**src/rtl/hold85_if.sv**
```systemverilog
// Bus bundle for hold85_arb: CPU multiplexed bus, HOLD/HLDA pair, DMA requester and memory port.
interface hold85_if #(
  parameter int DATASIZE = 8,
  parameter int ADDRSIZE = 16
);
  logic [DATASIZE-1:0]          ad;
  logic [ADDRSIZE-DATASIZE-1:0] a;
  logic                         ale, rd_, wr_, iom_;
  logic                         hold, hlda;
  logic                         dma_req, dma_gnt, dma_abort;
  logic [ADDRSIZE-1:0]          dma_addr;
  logic [DATASIZE-1:0]          dma_wdata;
  logic                         dma_rd, dma_wr;
  logic [ADDRSIZE-1:0]          mem_addr;
  logic [DATASIZE-1:0]          mem_wdata;
  logic                         mem_rd, mem_wr;

  // Arbiter side
  modport slave (
    input  ad, a, ale, rd_, wr_, iom_, hlda,
           dma_req, dma_addr, dma_wdata, dma_rd, dma_wr,
    output hold, dma_gnt, dma_abort, mem_addr, mem_wdata, mem_rd, mem_wr
  );

  // CPU / requester / memory side
  modport master (
    output ad, a, ale, rd_, wr_, iom_, hlda,
           dma_req, dma_addr, dma_wdata, dma_rd, dma_wr,
    input  hold, dma_gnt, dma_abort, mem_addr, mem_wdata, mem_rd, mem_wr
  );
endinterface

```
**src/rtl/hold85_arb.sv**
```systemverilog
// HOLD/HLDA arbiter sharing core85 memory between the CPU and one DMA requester,
// with a grant time limit and a guaranteed CPU gap after every release.
module hold85_arb #(
  parameter int DATASIZE = 8,
  parameter int ADDRSIZE = 16,
  parameter int MAXHOLD  = 64,
  parameter int GAPCYC   = 4
) (
  input  logic     clk,
  input  logic     rst,
  hold85_if.slave  bus
);
  localparam int CMAX = (MAXHOLD > GAPCYC) ? MAXHOLD : GAPCYC;
  localparam int CW   = $clog2(CMAX + 1);
  localparam logic [CW-1:0] HOLD_LAST = CW'(MAXHOLD - 1);
  localparam logic [CW-1:0] GAP_LAST  = CW'((GAPCYC > 0) ? GAPCYC - 1 : 0);

  typedef enum logic [2:0] {IDLE, REQ, DMA, REL, GAP} state_t;

  state_t              state, state_nxt;
  logic [CW-1:0]       cnt, cnt_nxt;
  logic                armed, armed_nxt;
  logic                hold_q, hold_nxt;
  logic                gnt_q, gnt_nxt;
  logic                abort_q, abort_nxt;
  logic [ADDRSIZE-1:0] cpu_addr;
  logic [CW-1:0]       cnt_inc;

  assign cnt_inc = (cnt == '1) ? cnt : cnt + 1'b1;

  always_comb begin
    state_nxt = state;
    cnt_nxt   = cnt;
    armed_nxt = armed | ~bus.dma_req;
    hold_nxt  = 1'b0;
    gnt_nxt   = 1'b0;
    abort_nxt = 1'b0;
    case (state)
      IDLE: if (bus.dma_req && armed) begin
        state_nxt = REQ;
        hold_nxt  = 1'b1;
      end
      // A withdrawn request wins over a late acknowledge: never grant an idle requester.
      REQ: if (!bus.dma_req) begin
        state_nxt = REL;
      end else if (bus.hlda) begin
        state_nxt = DMA;
        hold_nxt  = 1'b1;
        gnt_nxt   = 1'b1;
        cnt_nxt   = '0;
      end else begin
        hold_nxt  = 1'b1;
      end
      DMA: if (!bus.dma_req) begin
        state_nxt = REL;
      end else if (cnt == HOLD_LAST) begin
        state_nxt = REL;
        abort_nxt = 1'b1;
        armed_nxt = 1'b0;
      end else begin
        hold_nxt  = 1'b1;
        gnt_nxt   = 1'b1;
        cnt_nxt   = cnt_inc;
      end
      REL: if (!bus.hlda) begin
        if (GAPCYC > 0) begin
          state_nxt = GAP;
          cnt_nxt   = '0;
        end else begin
          state_nxt = IDLE;
        end
      end
      GAP: begin
        cnt_nxt = cnt_inc;
        if (cnt == GAP_LAST) state_nxt = IDLE;
      end
      default: state_nxt = IDLE;
    endcase
  end

  always_ff @(posedge clk) begin
    if (rst) begin
      state    <= IDLE;
      cnt      <= '0;
      armed    <= 1'b1;
      hold_q   <= 1'b0;
      gnt_q    <= 1'b0;
      abort_q  <= 1'b0;
      cpu_addr <= '0;
    end else begin
      state   <= state_nxt;
      cnt     <= cnt_nxt;
      armed   <= armed_nxt;
      hold_q  <= hold_nxt;
      gnt_q   <= gnt_nxt;
      abort_q <= abort_nxt;
      if (bus.ale) cpu_addr <= {bus.a, bus.ad};
    end
  end

  assign bus.hold      = hold_q;
  assign bus.dma_gnt   = gnt_q;
  assign bus.dma_abort = abort_q;

  // Memory port follows the registered grant so it flips on the same edge as dma_gnt.
  assign bus.mem_addr  = gnt_q ? bus.dma_addr  : cpu_addr;
  assign bus.mem_wdata = gnt_q ? bus.dma_wdata : bus.ad;
  assign bus.mem_rd    = gnt_q ? bus.dma_rd    : (~bus.rd_ & ~bus.iom_);
  assign bus.mem_wr    = gnt_q ? bus.dma_wr    : (~bus.wr_ & ~bus.iom_);
endmodule

```
**src/flat_wrapper.sv**
```systemverilog
// flat-port wrapper written by rule: the top's interface ports become plain ports
module hold85_arb_flat 
#(
  parameter int DATASIZE = 8,
  parameter int ADDRSIZE = 16,
  parameter int MAXHOLD  = 64,
  parameter int GAPCYC   = 4
)
  (clk, rst, bus_ad, bus_a, bus_ale, bus_rd_, bus_wr_, bus_iom_, bus_hlda, bus_dma_req, bus_dma_addr, bus_dma_wdata, bus_dma_rd, bus_dma_wr, bus_hold, bus_dma_gnt, bus_dma_abort, bus_mem_addr, bus_mem_wdata, bus_mem_rd, bus_mem_wr);
  hold85_if #(.DATASIZE(DATASIZE), .ADDRSIZE(ADDRSIZE)) bus_i ();
  input  logic clk;
  input  logic rst;
  input wire logic [$bits(bus_i.ad)-1:0] bus_ad;
  input wire logic [$bits(bus_i.a)-1:0] bus_a;
  input wire logic [$bits(bus_i.ale)-1:0] bus_ale;
  input wire logic [$bits(bus_i.rd_)-1:0] bus_rd_;
  input wire logic [$bits(bus_i.wr_)-1:0] bus_wr_;
  input wire logic [$bits(bus_i.iom_)-1:0] bus_iom_;
  input wire logic [$bits(bus_i.hlda)-1:0] bus_hlda;
  input wire logic [$bits(bus_i.dma_req)-1:0] bus_dma_req;
  input wire logic [$bits(bus_i.dma_addr)-1:0] bus_dma_addr;
  input wire logic [$bits(bus_i.dma_wdata)-1:0] bus_dma_wdata;
  input wire logic [$bits(bus_i.dma_rd)-1:0] bus_dma_rd;
  input wire logic [$bits(bus_i.dma_wr)-1:0] bus_dma_wr;
  output wire logic [$bits(bus_i.hold)-1:0] bus_hold;
  output wire logic [$bits(bus_i.dma_gnt)-1:0] bus_dma_gnt;
  output wire logic [$bits(bus_i.dma_abort)-1:0] bus_dma_abort;
  output wire logic [$bits(bus_i.mem_addr)-1:0] bus_mem_addr;
  output wire logic [$bits(bus_i.mem_wdata)-1:0] bus_mem_wdata;
  output wire logic [$bits(bus_i.mem_rd)-1:0] bus_mem_rd;
  output wire logic [$bits(bus_i.mem_wr)-1:0] bus_mem_wr;
  assign bus_i.ad = bus_ad;
  assign bus_i.a = bus_a;
  assign bus_i.ale = bus_ale;
  assign bus_i.rd_ = bus_rd_;
  assign bus_i.wr_ = bus_wr_;
  assign bus_i.iom_ = bus_iom_;
  assign bus_i.hlda = bus_hlda;
  assign bus_i.dma_req = bus_dma_req;
  assign bus_i.dma_addr = bus_dma_addr;
  assign bus_i.dma_wdata = bus_dma_wdata;
  assign bus_i.dma_rd = bus_dma_rd;
  assign bus_i.dma_wr = bus_dma_wr;
  assign bus_hold = bus_i.hold;
  assign bus_dma_gnt = bus_i.dma_gnt;
  assign bus_dma_abort = bus_i.dma_abort;
  assign bus_mem_addr = bus_i.mem_addr;
  assign bus_mem_wdata = bus_i.mem_wdata;
  assign bus_mem_rd = bus_i.mem_rd;
  assign bus_mem_wr = bus_i.mem_wr;
  hold85_arb #(.DATASIZE(DATASIZE), .ADDRSIZE(ADDRSIZE), .MAXHOLD(MAXHOLD), .GAPCYC(GAPCYC)) u_core (.clk(clk), .rst(rst), .bus(bus_i));
endmodule
```
**config.mk**
```make
export PLATFORM = sky130hd
export DESIGN_NAME = hold85_arb_flat
export DESIGN_NICKNAME = d
export VERILOG_FILES = /design/src/rtl/hold85_if.sv /design/src/rtl/hold85_arb.sv /design/src/flat_wrapper.sv
export SDC_FILE = /design/constraint.sdc
export NUM_CORES = 1
export LEC_CHECK = 0
export BUFFER_PORTS_ARGS = -buffer_cell sky130_fd_sc_hd__buf_2
export CAP_MARGIN = 20
export CORE_AREA = 5 5 71 73
export DETAILED_ROUTE_END_ITERATION = 10
export DIE_AREA = 0 0 76 78
export GPL_TIMING_DRIVEN = 0
export HOLD_SLACK_MARGIN = 0.15
export PLACE_DENSITY = 0.85
export SYNTH_ARGS = -nofsm -noshare
export SYNTH_HDL_FRONTEND = slang
export SYNTH_SLANG_ARGS = --single-unit
```
**constraint.sdc**
```tcl
create_clock -name clk -period 1.65 [get_ports clk]
set_input_delay 0.2475 -clock clk [delete_from_list [all_inputs] [get_ports clk]]
set_output_delay 0.2475 -clock clk [all_outputs]
set_load 0.05 [all_outputs]
```
==> out/results.txt, run 1 <==
failing checks: negative setup slack
syn nets: 237
Hold WS: 0.220 ns
YS warnings: 0
crit-path max cell delay: 0.44 ns
worst hold start: bus_a[7]
DR vias/cell: 6.32
Root Driver: clkbuf_8
Seq cells post-synth: 30
fmax: 0.587 GHz
Multi-input gate area: 1260 um^2
worst r2r dst: u_core.cnt[2]
filler instances: 244
Final GP Congestion: 0.858
CTS Sinks: 30
Post-Syn Instances: 186
Register Area: 607 um^2
vias in the first global route: 1921
Yosys cell types: 46
std cell rows: 24
HPWL Detailed: 3.63 mm
total wire length: 8.28 mm
worst path bufs/invs: 0
Horiz. Die Dim: 76 um
Placed Cells: 313
GRT Total Usage: 20.4%
Antenna Cells: 0
P&R area growth vs syn: 67.1%
RR Startpoint: u_core.cnt[0]
cells along the critical path: ha_4 -> and2_4 -> a311o_4 -> a211oi_2 -> o32ai_2
worst-path cell with the longest stage delay: a311o_4
nets@finish: 332
Hold Crit Class: primary input to flip-flop
Peak supply drop: 0.000537 V
core area: 4290 um^2
largest net degree at the start of global routing: 11
clk slew on worst S/H paths: 0.08 ns
Post-synth EDFFs: 0
worst slew pin tran: 0.630 ns
Starting Density: 41.0%
Wirelength per Cell: 24.8 um
final instance area: 2940 um^2
top post-synthesis cells by area: dfxtp_1 (34%), mux2_2 (15%), mux2i_1 (9.7%)
final setup margin: -0.0541 ns
Setup violations, final: 20
dominant synthesized flop cell: dfxtp_1
Setup crit end kind: flip-flop
R2R cell count: 5
post-synthesis async set-or-reset flop share: 0%
post-synthesis sequential area ratio: 34.1%
via count: 2110
synthesized area per cell: 9.46 um^2
max-slew violation count: 0
synthesized area: 1760 um^2
global route overflow: 0
Initial DRT Pass Iterations: 5
R2R Setup Slk: -0.05 ns
DRC: 0
RSZ-0062 raised after global routing: yes
Slew headroom: 57.7%
TritonCTS Buffers: 5
DIE AREA: 5930 um^2
final number of hold-violating endpoints: 0
maximum clock path buffer count: 2
H-tree Lvls: 2
Die H: 78 um
hold path endpoint: u_core.cpu_addr[15]
CTS tree: done
hold path depth: 3
Crit path max-delay family: compound AO/OA/AOI/OAI gates
initial drt markers: 421
CP max FO: 6
power density cells: 829 nW/um^2
critical path type: flip-flop to flip-flop
Clock Latency Late Sink: 0.30 ns
Post-DRT Antenna Nets: 0
LEAKAGE: 0.00131 uW
crit path DAT: 1.86 ns
placed cell area: 2230 um^2
Final Cycle Share: 103%
first-pass GRT wire length: 9.74 mm
largest area contributor in the netlist: dfxtp_1
Yosys top cell area share: 34.1%
initial antenna violation count: 0
Ports: 79
Crit path required time: 1.81 ns
CP Launch Type: flip-flop
fraction of layout cells with a size suffix above 1: 55.0%
Layout Cells excl Fill: 334
run status: finished, violations left
port buffer count: 75
Final min period: 1.70 ns
total of max-cap violations: 0
Clock Skew: 0.0122 ns
[cell usage after synthesis, types with 2 or more instances]
master and n:
o31ai_1 3, or3_1 2, nand3b_1 3, clkbuf_1 3, nand3_1 4, mux2i_1 17, a21oi_1 3, nand2_1 12
nor3_1 3, buf_2 10, inv_1 5, dfxtp_1 30, mux2_2 24, a311oi_1 2, nor2_1 21, a211oi_1 5
o32ai_1 3, o22ai_1 2, nor2b_1 2, nand2b_1 6
[report_power, final]
part / switching (uW) / internal [uW] / total [uW]
Combinational: 492 / 395 / 886
Clock: 318 / 444 / 762
Sequential: 29.7 / 758 / 788
Total: 839 / 1600 / 2440
[flip-flops by register name, summed over array words and instances, names as in the netlist]
register,flops
u_core.cpu_addr,16
u_core.armed,1
u_core.bus.dma_gnt,1
u_core.cnt,7
u_core.bus.hold,1
u_core.bus.dma_abort,1
u_core.state,3
[tightest hold or removal path, cell delays in order]
cell	delay, ns
buf_2	0.08
mux2i_1	0.07
nor2_1	0.08
[cells by family after synthesis]
kind of cell | synth area share (%)
AND/OR/NAND/NOR | 18.6
XOR/XNOR | 0.498
buffers and inverters | 4.55
flip-flops | 34.1
adder cells (fa/ha/maj) | 0.711
multiplexers | 25.0
AO/OA/AOI/OAI | 16.5
[final cells by class]
type	count	share of cell area, %
clock buffers	5	2.34
repair buffers	88	26.3
well taps	52	2.21
flip-flops and latches	30	20.6
inverters	5	0.639
plain buffers	13	3.58
multi-input cells	138	42.9
clock inverters	3	1.36
[layer usage]
| metal | share of wire (%) | wire [um] | global-route usage, % |
|---|---|---|---|
| met1 | 35 | 2930 | 20.5 |
| met2 | 49 | 4070 | 37.5 |
| met3 | 9.9 | 822 | 7.18 |
| met4 | 5.5 | 452 | 9.43 |
| met5 | 0 | 0 | 0 |
[repair_timing]
action,in CTS,in global routing
endpoints found under the setup margin,25,32
gates resized for setup,91,36
hold buffers,0,0
cloned,2,0
pin swaps,6,6
setup buffers,4,7
[metrics by stage]
| step | TNS (ns) | total power [uW] | util, % | setup WS, ns |
|---|---|---|---|---|
| floorplan | -0.177 | 1250 | - | -0.0177 |
| global placement | -0.248 | 1390 | 52.0 | -0.0578 |
| detailed placement | -0.445 | 1400 | 52.0 | -0.0972 |
| CTS | -0.103 | 2280 | 63.8 | -0.0246 |
| global route | -1.35 | 2490 | 68.4 | -0.0921 |
| finish | -0.263 | 2440 | 68.4 | -0.0541 |
[how the worst max path moves through the flow]
stage | end | depth (start not counted) | slack [ns] | start
finish | u_core.cnt[2] | 5 | -0.05 | u_core.cnt[0]
global route | u_core.cnt[2] | 5 | -0.09 | u_core.state[2]
CTS | bus_mem_addr[3] | 4 | -0.02 | u_core.bus.dma_gnt
detailed placement | u_core.cnt[4] | 5 | -0.1 | u_core.cnt[0]
global placement | u_core.cnt[4] | 5 | -0.06 | u_core.cnt[0]
floorplan | bus_mem_addr[0] | 3 | -0.02 | u_core.bus.dma_gnt
[cell usage in the layout, fill, tap and decap left out, types with 2 or more instances in the layout]
cell and n:
a211oi_2 5, a311oi_1 2, buf_16 2, buf_2 56, o31ai_4 3, mux2i_1 17, o32ai_2 3, nand3_1 4
a21oi_1 3, nor3_1 3, buf_6 6, buf_8 25, o22ai_1 2, nand3b_1 3, dfxtp_1 27, clkbuf_8 5
nand2_1 12, or3_1 2, inv_1 5, buf_4 8, clkbuf_1 2, mux2_4 24, nor2b_1 2, nand2b_1 6
dfxtp_2 2, nor2_1 21, clkinv_2 2
Note: power is estimated with default switching activity, not from simulation.
==> run 2, diff against run 1 <==
==> config.mk (replaced) <==
export PLATFORM = sky130hd
export DESIGN_NAME = hold85_arb_flat
export DESIGN_NICKNAME = d
export VERILOG_FILES = /design/src/rtl/hold85_if.sv /design/src/rtl/hold85_arb.sv /design/src/flat_wrapper.sv
export SDC_FILE = /design/constraint.sdc
export NUM_CORES = 1
export LEC_CHECK = 0
export CAP_MARGIN = 20
export CORE_AREA = 5 5 69 71
export DETAILED_ROUTE_END_ITERATION = 10
export DIE_AREA = 0 0 74 76
export DONT_BUFFER_PORTS = 1
export GPL_TIMING_DRIVEN = 0
export HOLD_SLACK_MARGIN = 0.15
export PLACE_DENSITY = 0.71
export REMOVE_ABC_BUFFERS = 1
export SYNTH_ARGS = -nofsm -noshare
export SYNTH_HDL_FRONTEND = slang
export SYNTH_SLANG_ARGS = --single-unit
==> out/results.txt, run 2 (synthesis results as in run 1) <==
initial drt markers: 68 (-84%)
CTS Sinks: 30 (unchanged)
clk slew on worst S/H paths: 0.06 ns (-0.02 ns)
Die H: 76 um (-2.6%)
Setup crit end kind: output port
top flop regs: u_core.cpu_addr: 16 flops, u_core.cnt: 7 flops, u_core.state: 3 flops
post-layout util: 58.5% (-9.9 points)
Post-DRT Antenna Nets: 0 (unchanged)
Crit path required time: 1.40 ns (-0.41 ns)
Wirelength per Cell: 19.3 um (-22%)
total wire length: 5.28 mm (-36%)
worst hold start: bus_ale
crit-path max cell delay: 0.49 ns (+0.05 ns)
via count: 1574 (-25%)
max-slew violation count: 0 (unchanged)
TritonCTS Buffers: 5 (unchanged)
worst slew pin tran: 0.897 ns (+0.267 ns)
Final min period: 1.65 ns (-0.0542 ns)
nets@finish: 272 (-18%)
largest net degree at the start of global routing: 25 (+14)
Top reg by flops: u_core.cpu_addr
LEAKAGE: 0.000934 uW (-29%)
Horiz. Die Dim: 74 um (-2.6%)
final number of hold-violating endpoints: 0 (unchanged)
std cell rows: 24 (unchanged)
Final GP Congestion: 0.732 (-15%)
DIE AREA: 5620 um^2 (-5.1%)
global route overflow: 0 (unchanged)
most common cell after layout, fill and taps aside: dlygate4sd3_1
filler instances: 340 (+39%)
power density cells: 829 nW/um^2 (about the same)
GRT Total Usage: 17.1% (-3.3 points)
number of flip-flops in the largest register: 16 (unchanged)
worst path bufs/invs: 1 (+1)
RR Startpoint: u_core.cnt[0]
Root Driver: clkbuf_8
Slew headroom: 40.2% (-17 points)
CP max FO: 13 (+7)
setup TNS: 0 ns (+0.263 ns)
CTS tree: done
Final Cycle Share: 100% (-3.3 points)
run status: completed
Setup violations, final: 0 (-100%)
fraction of layout cells with a size suffix above 1: 28.8% (-26 points)
Ports: 79 (unchanged)
initial antenna violation count: 0 (unchanged)
first-pass GRT wire length: 7.50 mm (-23%)
RSZ-0062 raised after global routing: yes
R2R cell count: 5 (unchanged)
Clock Latency Late Sink: 0.29 ns (about the same)
Initial DRT Pass Iterations: 4 (-1)
core area: 4170 um^2 (-2.8%)
Register Area: 613 um^2 (+1.0%)
critical path depth in cells: 2 (-3)
Crit path max-delay family: compound AO/OA/AOI/OAI gates
hold path endpoint: u_core.cpu_addr[1]
fmax: 0.606 GHz (+3.3%)
most frequent cells in the layout: dlygate4sd3_1 (32), dfxtp_1 (24), nor2_1 (21), mux2_4 (20), mux2i_1 (17)
crit path DAT: 1.40 ns (-0.46 ns)
R2R Setup Slk: 0.01 ns (+0.06 ns)
Hold Crit Class: primary input to flip-flop
vias in the first global route: 1561 (-19%)
P&R area growth vs syn: 38.9%
critical path type: flip-flop to output port
Peak supply drop: 0.000320 V (-40%)
hold path depth: 2 (-1)
maximum clock path buffer count: 2 (unchanged)
HPWL Detailed: 2.86 mm (-21%)
Clock Skew: 0.0139 ns (+0.00176 ns)
DR vias/cell: 5.74 (-9.1%)
CP Launch Type: flip-flop
H-tree Lvls: 2 (unchanged)
total of max-cap violations: 0 (unchanged)
worst-path cell with the longest stage delay: o31ai_4
port buffer count: 0 (-100%)
cells along the critical path: buf_12 -> o31ai_4
Multi-input gate area: 1240 um^2 (-1.8%)
Starting Density: 42.1% (+1.2 points)
DRC: 0 (unchanged)
worst r2r dst: u_core.cnt[6]
Antenna Cells: 0 (unchanged)
[run 2: changes by cell type in the layout (fill, tap and decap cells not counted), sizes merged]
cell,delta
dlymetal6s4s,+1
clkinv,-1
clkbuf,-2
dlygate4sd3,+32
buf,-89
bufinv,-1
[run 2: timing repair]
| item | 4_1_cts | 5_1_grt |
|---|---|---|
| setup buffers | 3 | 5 |
| pin swaps | 7 | 5 |
| gates resized for setup | 15 | 33 |
| gates cloned | 0 | 0 |
| hold buffers | 32 | 1 |
| hold endpoints to repair | 28 | 1 |
| setup endpoints to repair | 32 | 29 |
[run 2: cell type report]
cell class	count	share of cell area (%)
multi-input combinational	138	50.7
sequential	30	25.1
timing repair buffer	41	17.1
clock buffer	7	3.53
tap	52	2.66
inverter	5	0.768
clock inverter	1	0.205
[run 2: worst max-delay path by stage]
stage                            end          startpoint  slack, ns
global placement          bus_mem_rd  u_core.bus.dma_gnt      -0.88
finish                    bus_mem_rd  u_core.bus.dma_gnt     0.0002
CTS                 bus_mem_addr[11]  u_core.bus.dma_gnt       -0.1
global route           u_core.cnt[6]       u_core.cnt[1]      -0.05
detailed placement        bus_mem_rd  u_core.bus.dma_gnt      -0.11
floorplan                 bus_mem_rd  u_core.bus.dma_gnt      -0.72
[run 2: layer usage]
layer  up-vias  global-route usage, %  part of all wire (%)
li1        742                      -                     -
met1       750                   19.2                    38
met2        75                   30.1                    51
met3         7                   4.75                   9.8
met4         0                   5.43                   1.3
met5         -                      0                     0
[run 2: stage by stage]
stage | cells | total power, uW | hold slack [ns] | instance area [um^2] | setup WS, ns
2_1_floorplan | 173 | 1210 | 0.320 | 1700 | -0.721
3_3_place_gp | 225 | 1250 | 0.328 | 1760 | -0.875
3_5_place_dp | 225 | 1260 | 0.325 | 1770 | -0.110
4_1_cts | 268 | 1990 | 0.152 | 2280 | -0.0982
5_1_grt | 274 | 2120 | 0.153 | 2440 | -0.0465
6_report | 274 | 2030 | 0.156 | 2440 | 0.000160
[run 2: worst reg2reg max path, stage by stage (launching register included)]
cell and delay (ns):
dfxtp_2 0.35, ha_4 0.18, and2_4 0.17, a311o_4 0.44
a211oi_4 0.24, o32ai_1 0.10
[run 2: power breakdown]
part / total [uW] / internal, uW / switching [uW]
sequential: 814 / 759 / 55.4
combinational: 608 / 256 / 352
clock: 604 / 336 / 268
==> run 3, diff against run 2 <==
--- a/config.mk
+++ b/config.mk
@@ -10,10 +10,10 @@
 export DETAILED_ROUTE_END_ITERATION = 10
 export DIE_AREA = 0 0 74 76
 export DONT_BUFFER_PORTS = 1
-export GPL_TIMING_DRIVEN = 0
 export HOLD_SLACK_MARGIN = 0.15
 export PLACE_DENSITY = 0.71
 export REMOVE_ABC_BUFFERS = 1
+export SKIP_LAST_GASP = 1
 export SYNTH_ARGS = -nofsm -noshare
 export SYNTH_HDL_FRONTEND = slang
 export SYNTH_SLANG_ARGS = --single-unit
==> constraint.sdc (replaced) <==
create_clock -name clk -period 1.65 [get_ports clk]
set_input_delay 0.0825 -clock clk [delete_from_list [all_inputs] [get_ports clk]]
set_output_delay 0.0825 -clock clk [all_outputs]
set_load 0.05 [all_outputs]
==> out/results.txt, run 3 (synthesis results as in run 1) <==
run status: completed
fraction of layout cells with a size suffix above 1: 27.8% (-1.0 points)
port buffer count: 0 (unchanged)
DIE AREA: 5620 um^2 (unchanged)
final number of hold-violating endpoints: 0 (unchanged)
core area: 4170 um^2 (unchanged)
Clock Latency Late Sink: 0.28 ns (about the same)
Horiz. Die Dim: 74 um (unchanged)
Wirelength per Cell: 16.1 um (-17%)
crit path DAT: 1.73 ns (+0.33 ns)
CTS tree: done
Final Cycle Share: 95.7% (-4.3 points)
LEAKAGE: 0.000897 uW (-4.0%)
Final GP Congestion: 0.836 (+14%)
Setup crit end kind: flip-flop
most common cell after layout, fill and taps aside: dlygate4sd3_1
maximum clock path buffer count: 2 (unchanged)
Slew headroom: 35.7% (-4.4 points)
cells along the critical path: buf_4 -> nor3b_4 -> o31ai_4 -> buf_4 -> buf_4 -> a211oi_2 -> o32ai_2
top flop regs: u_core.cpu_addr: 16 flops, u_core.cnt: 7 flops, u_core.state: 3 flops
P&R area growth vs syn: 34.3%
DRC: 0 (unchanged)
Starting Density: 42.1% (unchanged)
Antenna Cells: 0 (unchanged)
H-tree Lvls: 2 (unchanged)
Setup violations, final: 0 (unchanged)
setup TNS: 0 ns (unchanged)
HPWL Detailed: 3.05 mm (+6.6%)
initial drt markers: 45 (-34%)
Hold Crit Class: primary input to flip-flop
vias in the first global route: 1488 (-4.7%)
met1 Resource Use GR: 17.1% (-2.1 points)
total wire length: 4.53 mm (-14%)
Top reg by flops: u_core.cpu_addr
Crit path required time: 1.80 ns (+0.40 ns)
worst-path cell with the longest stage delay: dfxtp_2
largest net degree at the start of global routing: 29 (+16%)
pre-CTS WS: 0.0418 ns (+0.151 ns)
power density cells: 841 nW/um^2 (+1.5%)
cell mode on critical path: buf_4
Peak supply drop: 0.000333 V (+4.2%)
Post-DRT Antenna Nets: 0 (unchanged)
total of max-cap violations: 0 (unchanged)
fmax: 0.633 GHz (+4.5%)
filler instances: 361 (+6.2%)
CP Launch Type: flip-flop
Die H: 76 um (unchanged)
global route overflow: 0 (unchanged)
clk slew on worst S/H paths: 0.07 ns (about the same)
most frequent cells in the layout: dlygate4sd3_1 (35), dfxtp_1 (27), mux2_2 (24), nor2_1 (21), mux2i_1 (17)
initial antenna violation count: 0 (unchanged)
Clock Skew: 0.00869 ns (-0.00525 ns)
met3 Use GR: 4.35% (-0.40 points)
CP max FO: 8 (-5)
busiest layer in global routing: met2
std cell rows: 24 (unchanged)
nets@finish: 280 (+2.9%)
critical path type: flip-flop to flip-flop
Ports: 79 (unchanged)
DR vias/cell: 5.47 (-4.8%)
number of flip-flops in the largest register: 16 (unchanged)
CTS Sinks: 30 (unchanged)
Final min period: 1.58 ns (-0.0707 ns)
R2R Setup Slk: 0.07 ns (+0.06 ns)
first-pass GRT wire length: 6.69 mm (-11%)
crit-path max cell delay: 0.36 ns (-0.13 ns)
Hold WS: 0.154 ns (-0.00276 ns)
via count: 1542 (-2.0%)
GRT Total Usage: 14.9% (-2.2 points)
Initial DRT Pass Iterations: 4 (unchanged)
worst slew pin tran: 0.961 ns (+0.0632 ns)
final setup margin: 0.0709 ns (+0.0707 ns)
TritonCTS Buffers: 5 (unchanged)
grt met2 use: 26.5% (-3.6 points)
max-slew violation count: 0 (unchanged)
Root Driver: clkbuf_8
-- run 3: path summary, 6_finish.rpt --
path	start	end	cells after the start
max reg2reg	u_core.state[0]	u_core.cnt[3]	7
max	u_core.state[0]	u_core.cnt[3]	7
min reg2reg	u_core.cnt[1]	u_core.cnt[1]	2
min	bus_hlda	u_core.state[0]	3
-- run 3: final cells by class --
type / count / area (um^2) / share of cell area, %
Sequential cell: 30 / 604 / 25.6
Clock buffer: 7 / 86.3 / 3.65
Timing Repair Buffer: 49 / 468 / 19.8
Multi-Input combinational cell: 138 / 1110 / 47.2
Tap cell: 52 / 65.1 / 2.75
Inverter: 5 / 18.8 / 0.794
Clock inverter: 1 / 5.00 / 0.212
-- run 3: critical path: cells and delay by family, from the launching register on --
family	cells	cell delay [ns]
and+or+nand+nor	1	0.24
DFF	1	0.36
AOI/OAI and AO/OA	3	0.38
buffers and inverters	3	0.48
-- run 3: power by group --
part	leakage, uW	internal [uW]	switching, uW	total (uW)
combinational	0.000602	240	352	592
clock	0.0000482	336	266	601
sequential	0.000247	760	34.0	794
total	0.000897	1340	652	1990
-- run 3: stage by stage --
stage               std cells  util (%)  instance area, um^2  total power (uW)
finish                    282      56.6                 2360              1990
global route              282      56.6                 2360              2090
CTS                       280      55.5                 2320              1990
detailed placement        237      45.0                 1880              1290
global placement          237      45.0                 1880              1280
floorplan                 173         -                 1700              1210
-- run 3: routing by layer --
layer | share of wire (%) | up-vias
li1 | - | 759
met1 | 39 | 698
met2 | 49 | 81
met3 | 11 | 4
met4 | 0.57 | 0
met5 | 0 | -
-- run 3: timing repair --
| action | CTS | global route |
|---|---|---|
| setup buffers | 0 | 2 |
| resized for setup | 0 | 7 |
| setup endpoints to repair | 0 | 6 |
| hold endpoints to repair | 30 | 0 |
| hold buffers | 35 | 0 |
